<file path="config.mk">
export PLATFORM = sky130hd
export DESIGN_NAME = doppler_cfg_sequencer_flat
export DESIGN_NICKNAME = d
export VERILOG_FILES = /design/src/rtl/doppler_cfg_pkg.sv /design/src/rtl/doppler_cfg_sequencer_if.sv /design/src/rtl/doppler_cfg_regfile.sv /design/src/rtl/doppler_cfg_sequencer.sv /design/src/flat_wrapper.sv
export SDC_FILE = /design/constraint.sdc
export NUM_CORES = 1
export LEC_CHECK = 0
export ABC_AREA = 0
export CAP_MARGIN = 10
export CORE_ASPECT_RATIO = 1.25
export CORE_MARGIN = 10
export CORE_UTILIZATION = 40
export CTS_CLUSTER_DIAMETER = 120
export DETAILED_ROUTE_END_ITERATION = 12
export GPL_ROUTABILITY_DRIVEN = 0
export PLACE_DENSITY = 0.72
export SYNTH_ARGS = -nofsm -noshare
export SYNTH_HDL_FRONTEND = slang
export SYNTH_SLANG_ARGS = --single-unit
</file>
<file path="constraint.sdc">
create_clock -name ce_clk -period 7.8 [get_ports ce_clk]
set_input_delay 1.95 -clock ce_clk [delete_from_list [all_inputs] [get_ports ce_clk]]
set_output_delay 1.95 -clock ce_clk [all_outputs]
set_load 0.01 [all_outputs]
</file>
<file path="src/rtl/doppler_cfg_pkg.sv">
// Shared types, register offsets, reset defaults and length sanitising for the doppler
// configuration sequencer.
package doppler_cfg_pkg;

  typedef enum logic [1:0] {
    IDLE  = 2'd0,
    BUSY  = 2'd1,
    FLUSH = 2'd2
  } state_e;

  localparam logic [2:0] OFF_SUM_LEN    = 3'd0;
  localparam logic [2:0] OFF_DIVISOR    = 3'd1;
  localparam logic [2:0] OFF_ZC_SUM_LEN = 3'd2;
  localparam logic [2:0] OFF_THRESHOLD  = 3'd3;
  localparam logic [2:0] OFF_OFFSET     = 3'd4;
  localparam logic [2:0] OFF_COMMIT     = 3'd5;

  localparam logic [7:0]  DEF_SUM_LEN    = 8'd1;
  localparam logic [23:0] DEF_DIVISOR    = 24'd1;
  localparam logic [7:0]  DEF_ZC_SUM_LEN = 8'd1;
  localparam logic [31:0] DEF_THRESHOLD  = 32'd0;
  localparam logic [31:0] DEF_OFFSET     = 32'd0;

  function automatic logic [7:0] sanitise_len(input logic [7:0] v, input logic [7:0] max_len);
    if (v == 8'd0) return 8'd1;
    else if (v > max_len) return max_len;
    else return v;
  endfunction

endpackage

</file>
<file path="src/rtl/doppler_cfg_sequencer_if.sv">
// Settings bus plus the gated AXI-stream handshake between upstream, sequencer and datapath.
interface doppler_cfg_sequencer_if;
   logic        set_stb;
   logic [7:0]  set_addr;
   logic [31:0] set_data;
   logic        s_tvalid;
   logic        s_tlast;
   logic        s_tready;
   logic        m_tvalid;
   logic        m_tready;

   modport master (
      output set_stb, set_addr, set_data, s_tvalid, s_tlast, m_tready,
      input  s_tready, m_tvalid
   );

   modport slave (
      input  set_stb, set_addr, set_data, s_tvalid, s_tlast, m_tready,
      output s_tready, m_tvalid
   );
endinterface

</file>
<file path="src/rtl/doppler_cfg_regfile.sv">
// Shadow and active configuration banks; the active bank snapshots the sanitised shadow
// bank on commit.
module doppler_cfg_regfile
   import doppler_cfg_pkg::*;
#(
   parameter int unsigned SR_BASE = 129,
   parameter int unsigned MAX_LEN = 16
) (
   input  logic        clk,
   input  logic        rst,
   input  logic        set_stb,
   input  logic [7:0]  set_addr,
   input  logic [31:0] set_data,
   input  logic        commit,
   output logic        commit_wr,
   output logic [7:0]  sum_len,
   output logic [23:0] divisor,
   output logic [7:0]  zc_sum_len,
   output logic [31:0] threshold,
   output logic [31:0] offset
);
   logic [7:0]  rel;
   logic        in_range;
   logic [7:0]  sh_sum_len, sh_zc_sum_len;
   logic [23:0] sh_divisor;
   logic [31:0] sh_threshold, sh_offset;

   // Addresses below SR_BASE wrap to large offsets and fall out of range.
   assign rel       = set_addr - 8'(SR_BASE);
   assign in_range  = set_stb && (rel <= 8'(OFF_COMMIT));
   assign commit_wr = in_range && (rel[2:0] == OFF_COMMIT);

   always_ff @(posedge clk or posedge rst) begin
      if (rst) begin
         sh_sum_len    <= DEF_SUM_LEN;
         sh_divisor    <= DEF_DIVISOR;
         sh_zc_sum_len <= DEF_ZC_SUM_LEN;
         sh_threshold  <= DEF_THRESHOLD;
         sh_offset     <= DEF_OFFSET;
      end else if (in_range) begin
         case (rel[2:0])
            OFF_SUM_LEN:    sh_sum_len    <= set_data[7:0];
            OFF_DIVISOR:    sh_divisor    <= set_data[23:0];
            OFF_ZC_SUM_LEN: sh_zc_sum_len <= set_data[7:0];
            OFF_THRESHOLD:  sh_threshold  <= set_data;
            OFF_OFFSET:     sh_offset     <= set_data;
            default: ;
         endcase
      end
   end

   // A shadow write landing on the commit edge is not seen by this snapshot.
   always_ff @(posedge clk or posedge rst) begin
      if (rst) begin
         sum_len    <= DEF_SUM_LEN;
         divisor    <= DEF_DIVISOR;
         zc_sum_len <= DEF_ZC_SUM_LEN;
         threshold  <= DEF_THRESHOLD;
         offset     <= DEF_OFFSET;
      end else if (commit) begin
         sum_len    <= sanitise_len(sh_sum_len, 8'(MAX_LEN));
         divisor    <= (sh_divisor == 24'd0) ? 24'd1 : sh_divisor;
         zc_sum_len <= sanitise_len(sh_zc_sum_len, 8'(MAX_LEN));
         threshold  <= sh_threshold;
         offset     <= sh_offset;
      end
   end
endmodule

</file>
<file path="src/rtl/doppler_cfg_sequencer.sv">
// Packet-boundary commit sequencer for the doppler tracker configuration.
// Optional registered readback: define DOPPLER_CFG_READBACK_EN.
module doppler_cfg_sequencer
   import doppler_cfg_pkg::*;
#(
   parameter int unsigned SR_BASE      = 129,
   parameter int unsigned MAX_LEN      = 16,
   parameter int unsigned FLUSH_CYCLES = 4
) (
   input  logic                     ce_clk,
   input  logic                     ce_rst,
   doppler_cfg_sequencer_if.slave   bus,
   output logic [7:0]               sum_len,
   output logic [23:0]              divisor,
   output logic [7:0]               zc_sum_len,
   output logic [31:0]              threshold,
   output logic [31:0]              offset,
   output logic                     clear,
   output logic                     cfg_pending,
   output logic [15:0]              commit_count,
   input  logic [2:0]               rb_addr,
   output logic [63:0]              rb_data
);
   localparam int unsigned CntW = (FLUSH_CYCLES > 1) ? $clog2(FLUSH_CYCLES) : 1;

   state_e          state_q, state_d;
   logic            armed_q, armed_d;
   logic [CntW-1:0] cnt_q, cnt_d;
   logic [15:0]     count_q, count_d;
   logic            commit, commit_wr, hold, m_tvalid, hs;

   doppler_cfg_regfile #(
      .SR_BASE (SR_BASE),
      .MAX_LEN (MAX_LEN)
   ) u_regfile (
      .clk        (ce_clk),
      .rst        (ce_rst),
      .set_stb    (bus.set_stb),
      .set_addr   (bus.set_addr),
      .set_data   (bus.set_data),
      .commit     (commit),
      .commit_wr  (commit_wr),
      .sum_len    (sum_len),
      .divisor    (divisor),
      .zc_sum_len (zc_sum_len),
      .threshold  (threshold),
      .offset     (offset)
   );

   // Combinational so an armed commit blocks a beat offered in the same cycle.
   assign hold         = (state_q == FLUSH) || ((state_q == IDLE) && armed_q);
   assign m_tvalid     = bus.s_tvalid & ~hold;
   assign bus.m_tvalid = m_tvalid;
   assign bus.s_tready = bus.m_tready & ~hold;
   assign hs           = m_tvalid & bus.m_tready;

   assign clear        = (state_q == FLUSH);
   assign cfg_pending  = armed_q;
   assign commit_count = count_q;

   always_ff @(posedge ce_clk or posedge ce_rst) begin
      if (ce_rst) begin
         state_q <= IDLE;
         armed_q <= 1'b0;
         cnt_q   <= '0;
         count_q <= '0;
      end else begin
         state_q <= state_d;
         armed_q <= armed_d;
         cnt_q   <= cnt_d;
         count_q <= count_d;
      end
   end

   always_comb begin
      state_d = state_q;
      armed_d = armed_q;
      cnt_d   = cnt_q;
      count_d = count_q;
      commit  = 1'b0;
      case (state_q)
         IDLE: begin
            if (armed_q) begin
               commit  = 1'b1;
               armed_d = 1'b0;
               count_d = count_q + 16'd1;
               cnt_d   = CntW'(FLUSH_CYCLES - 1);
               state_d = FLUSH;
            end else if (hs && !bus.s_tlast) begin
               state_d = BUSY;
            end
         end
         BUSY: if (hs && bus.s_tlast) state_d = IDLE;
         FLUSH: begin
            if (cnt_q == '0) state_d = IDLE;
            else cnt_d = cnt_q - 1'b1;
         end
         default: state_d = IDLE;
      endcase
      // Re-arming wins over the clear so a COMMIT during the commit edge or FLUSH is kept.
      if (commit_wr) armed_d = 1'b1;
   end

`ifdef DOPPLER_CFG_READBACK_EN
   logic [63:0] rb_q, rb_d;

   always_comb begin
      rb_d = '0;
      case (rb_addr)
         3'd0: rb_d = {56'd0, sum_len};
         3'd1: rb_d = {40'd0, divisor};
         3'd2: rb_d = {56'd0, zc_sum_len};
         3'd3: rb_d = {32'd0, threshold};
         3'd4: rb_d = {32'd0, offset};
         3'd5: rb_d = {45'd0, count_q, state_q, armed_q};
         default: rb_d = '0;
      endcase
   end

   always_ff @(posedge ce_clk or posedge ce_rst) begin
      if (ce_rst) rb_q <= '0;
      else        rb_q <= rb_d;
   end

   assign rb_data = rb_q;
`else
   logic unused_rb;
   assign unused_rb = ^rb_addr;
   assign rb_data   = '0;
`endif
endmodule

</file>
<file path="src/flat_wrapper.sv">
// flat-port wrapper written by rule: the top's interface ports become plain ports
module doppler_cfg_sequencer_flat import doppler_cfg_pkg::*;
#(
   parameter int unsigned SR_BASE      = 129,
   parameter int unsigned MAX_LEN      = 16,
   parameter int unsigned FLUSH_CYCLES = 4
)
  (ce_clk, ce_rst, sum_len, divisor, zc_sum_len, threshold, offset, clear, cfg_pending, commit_count, rb_addr, rb_data, bus_set_stb, bus_set_addr, bus_set_data, bus_s_tvalid, bus_s_tlast, bus_m_tready, bus_s_tready, bus_m_tvalid);
  doppler_cfg_sequencer_if bus_i ();
  input  logic ce_clk;
  input  logic ce_rst;
  output logic [7:0] sum_len;
  output logic [23:0] divisor;
  output logic [7:0] zc_sum_len;
  output logic [31:0] threshold;
  output logic [31:0] offset;
  output logic clear;
  output logic cfg_pending;
  output logic [15:0] commit_count;
  input  logic [2:0] rb_addr;
  output logic [63:0] rb_data;
  input wire logic [$bits(bus_i.set_stb)-1:0] bus_set_stb;
  input wire logic [$bits(bus_i.set_addr)-1:0] bus_set_addr;
  input wire logic [$bits(bus_i.set_data)-1:0] bus_set_data;
  input wire logic [$bits(bus_i.s_tvalid)-1:0] bus_s_tvalid;
  input wire logic [$bits(bus_i.s_tlast)-1:0] bus_s_tlast;
  input wire logic [$bits(bus_i.m_tready)-1:0] bus_m_tready;
  output wire logic [$bits(bus_i.s_tready)-1:0] bus_s_tready;
  output wire logic [$bits(bus_i.m_tvalid)-1:0] bus_m_tvalid;
  assign bus_i.set_stb = bus_set_stb;
  assign bus_i.set_addr = bus_set_addr;
  assign bus_i.set_data = bus_set_data;
  assign bus_i.s_tvalid = bus_s_tvalid;
  assign bus_i.s_tlast = bus_s_tlast;
  assign bus_i.m_tready = bus_m_tready;
  assign bus_s_tready = bus_i.s_tready;
  assign bus_m_tvalid = bus_i.m_tvalid;
  doppler_cfg_sequencer #(.SR_BASE(SR_BASE), .MAX_LEN(MAX_LEN), .FLUSH_CYCLES(FLUSH_CYCLES)) u_core (.ce_clk(ce_clk), .ce_rst(ce_rst), .bus(bus_i), .sum_len(sum_len), .divisor(divisor), .zc_sum_len(zc_sum_len), .threshold(threshold), .offset(offset), .clear(clear), .cfg_pending(cfg_pending), .commit_count(commit_count), .rb_addr(rb_addr), .rb_data(rb_data));
endmodule
</file>
==> flow_summary.json <==
{
  "rsz_0062_raised_after_global_routing": "no",
  "synth.ff_latch_count": 229,
  "cts_max_path_buffers": 3,
  "via_count": 6043,
  "power.switching_w": 0.000567,
  "grt_first_pass_wirelength_mm": 34.9,
  "antenna_found_initial": 0,
  "rrSetupSlack_ps": 5240,
  "cts_sinks": 229,
  "grt_max_degree": 176,
  "p_clk_share_pct": 45.7,
  "max_slew.worst_pin.slew_ps": 1000,
  "cts.repair.resized": 0,
  "worstReg2RegEnd": "u_core.cnt_q[1]",
  "async_reset_ff_share_pct": 100,
  "total_power_w": 0.00256,
  "cpMostUsedCell": "sky130_fd_sc_hd__clkdlybuf4s50_1",
  "cp_data_arrival_time_ps": 3150,
  "die_height_um": 190,
  "crit_path_cell_trace": "clkdlybuf4s50_1 -> and3_1 -> clkdlybuf4s50_1",
  "synth_top_area_share_pct": 60.2,
  "power_frac_seq_pct": 48.6,
  "grt_overflow": 0,
  "crit_path_max_incr_delay_ps": 540,
  "total_nets_final": 1028,
  "die-width_um": 156,
  "cp-end-kind": "output port",
  "netlist-cell-type-count": 37,
  "finalSetupTns_ps": 0,
  "cp_top_family": "buffers and inverters",
  "post_synth_instance_area_mm2": 0.00927,
  "status": "finished, final reports clean",
  "worst_ep_required_time_ps": 5850,
  "ctsHtreeMaxLevel": 1,
  "worstSetupPathType": "in2out",
  "grt_use_met3_pct": 4.65,
  "postSynthCellCount": 807,
  "detailedPlace.worstSlack_ps": 2690,
  "synth_most_common_cell": "sky130_fd_sc_hd__nand2_1",
  "r2r_start": "u_core.cfg_pending",
  "power_frac_comb_pct": 5.7,
  "vias_per_inst": 4.71,
  "area_contributors_post_synth": "sky130_fd_sc_hd__dfrtp_1 60%, sky130_fd_sc_hd__mux2_2 12%, sky130_fd_sc_hd__nand2_1 11%, sky130_fd_sc_hd__buf_4 5.8%, sky130_fd_sc_hd__dfstp_2 1.7%",
  "antennaDiodeCount": 0,
  "period_minus_slack_ps": 5100,
  "fmaxAchievable_mhz": 196,
  "layout_overhead_on_the_synthesized_area_pct": 27.7,
  "synth_top_cells_by_count": "273 x sky130_fd_sc_hd__nand2_1, 223 x sky130_fd_sc_hd__dfrtp_1, 101 x sky130_fd_sc_hd__mux2_2",
  "drt_iter0_drc": 257,
  "post-synth-top-area-cell": "sky130_fd_sc_hd__dfrtp_1",
  "buffers_on_ports": 169,
  "ios": 237,
  "cp.buffers_inverters": 2,
  "seq_area_frac_synth_pct": 61.9,
  "p_leak_nw": 5.95,
  "cts_root_buf": "sky130_fd_sc_hd__clkbuf_16",
  "setup.worst_path.start": "bus_m_tready",
  "worstRegToRegCells": 5,
  "nFillCells": 2000,
  "avgRoutedWirePerCell_um": 17.3,
  "via_count_of_the_first_global_routing_pass": 6397,
  "tritoncts": "yes",
  "core_area_mm2": 0.0229,
  "min_delay_worst_endpoint": "u_core.u_regfile.threshold[22]",
  "synth-warning-count": 0,
  "worst_skew_pair.late_latency_ps": 510,
  "powerDensity_mw_per_mm2": 217,
  "grtUsageMet2_pct": 25.1,
  "post-cts-setup-buffers": 0,
  "grt_most_used_layer": "met2",
  "critical_path.startpoint_type": "primary input",
  "internal-power_w": 0.00200,
  "clock_slew_seen_by_the_registers_of_the_worst_setup_and_hold_paths_ps": 70,
  "first_pass_iters": 4,
  "max_slew_margin_pct": 32.9,
  "post-dp-hpwl_mm": 15.2,
  "cts_buffers": 23,
  "cts_hold_buf": 0,
  "drv.max_cap_violation_count": 0,
  "global_route.usage.total_pct": 14.5,
  "maximum_clock_skew_at_final_layout_ps": 6.95,
  "ir_worst_vdd_mv": 0.147,
  "finalHoldViolCount": 0,
  "min-delay-path-class": "reg2reg",
  "floorplan.rows": 62,
  "finish_stage_setup_viols": 0,
  "maxSlewViolCount": 0,
  "initial_utilization_pct": 40.5,
  "worstPathMaxFanout": 3,
  "netSwitchingFraction_pct": 22.1,
  "hold_path.startpoint": "u_core.u_regfile.sh_threshold[22]",
  "drtAntennaViolNets": 0,
  "worst_hold_path.num_cells": 2,
  "final.period_utilization_pct": 65.4,
  "timing.final.ws_setup_ps": 2700,
  "die-area_mm2": 0.0297,
  "cp_num_cells": 3,
  "remaining_drc_errors": 0,
  "synth-main-ff-cell": "sky130_fd_sc_hd__dfrtp_1",
  "synth_edf_count": 0,
  "route.final.wire_length_mm": 22.1,
  "met1_use_gr_pct": 16.9,
  "critical_path_s_slowest_cell": "sky130_fd_sc_hd__clkdlybuf4s50_1",
  "drive_above_1_share_pct": 16.7,
  "syn_avg_cell_area_um2": 11.5
}
[tightest hold or removal path: cells and delay by family, from the launching register on]
family,cells,cell delay (ps)
DFF,1,340
and+or+nand+nor,2,100
[layout make-up]
| cell class | count | area (um^2) | share of cell area [%] |
|---|---|---|---|
| Inverter | 9 | 37.5 | 0.317 |
| Clock buffer | 28 | 624 | 5.27 |
| Timing Repair Buffer | 177 | 1760 | 14.9 |
| Multi-Input combinational cell | 537 | 3130 | 26.4 |
| Sequential cell | 229 | 5740 | 48.5 |
| Tap cell | 288 | 360 | 3.04 |
| Clock inverter | 14 | 185 | 1.56 |
[power groups by stage]
stage                     Clock (W)  Sequential [W]  Combinational [W]
final                       0.00117         0.00125           0.000146
after CTS                   0.00120         0.00125           0.000148
after global routing        0.00125         0.00125           0.000163
after floorplan                   0         0.00127          0.0000989
after global placement            0         0.00127           0.000144
after detailed placement          0         0.00127           0.000147
[metrics by stage]
step	area, um^2	hold WS, ps	std cells	util (%)
floorplan	9510	432	870	-
detailed placement	11000	446	1240	48.2
global placement	11000	444	1240	48.2
finish	11800	461	1282	51.7
global route	11800	484	1282	51.7
CTS	11800	462	1282	51.7
[registers in the layout (all words and copies together), names as in the netlist]
name	count
u_core.u_regfile.offset	32
u_core.state_q	2
u_core.u_regfile.sh_divisor	24
u_core.u_regfile.threshold	32
u_core.u_regfile.sh_zc_sum_len	8
u_core.u_regfile.sh_sum_len	8
u_core.u_regfile.divisor	24
u_core.commit_count	16
u_core.u_regfile.sh_threshold	32
u_core.cnt_q	2
u_core.u_regfile.sum_len	8
u_core.u_regfile.sh_offset	32
u_core.cfg_pending	1
u_core.u_regfile.zc_sum_len	8
[logic make-up (layout without fill, tap and decap cells)]
group	after synthesis	in the layout	share of synthesized area (%)
simple gates	335	335	15.3
flops	229	229	61.9
mux	104	104	12.6
buf+inv	104	228	7.16
compound gates	17	17	1.24
xor+xnor	15	15	1.42
fa+ha+maj	2	2	0.270
other cells	1	64	0.0405
[how the worst max path moves through the flow]
stage / to / slack [ps]
4_1_cts: bus_s_tready / 2690
3_5_place_dp: bus_s_tready / 2690
5_1_grt: bus_s_tready / 2650
6_report: bus_s_tready / 2700
3_3_place_gp: bus_m_tvalid / 2700
2_1_floorplan: u_core.cfg_pending / 2860
[metal layers]
metal | share of wire, % | vias up | wire, um
met3 | 9.3 | 23 | 2060
met4 | 1.5 | 0 | 333
met5 | 0 | - | 0
li1 | - | 2831 | -
met2 | 50 | 190 | 11000
met1 | 39 | 2999 | 8720
[layout by cell type (no fill, tap or decap), types with 5 or more instances in the layout]
master,instances
sky130_fd_sc_hd__a22o_1,6
sky130_fd_sc_hd__and2_1,6
sky130_fd_sc_hd__xnor2_1,10
sky130_fd_sc_hd__buf_4,7
sky130_fd_sc_hd__nor2_1,17
sky130_fd_sc_hd__nand2_1,273
sky130_fd_sc_hd__mux2_2,101
sky130_fd_sc_hd__dfrtp_1,223
sky130_fd_sc_hd__clkinv_2,5
sky130_fd_sc_hd__conb_1,64
sky130_fd_sc_hd__o21ai_0,5
sky130_fd_sc_hd__clkdlybuf4s50_1,169
sky130_fd_sc_hd__dfstp_2,6
sky130_fd_sc_hd__clkbuf_16,23
sky130_fd_sc_hd__xor2_1,5
sky130_fd_sc_hd__inv_1,8
sky130_fd_sc_hd__nand4_1,6
sky130_fd_sc_hd__nor4_1,6
(Power assumes the default switching activity.)
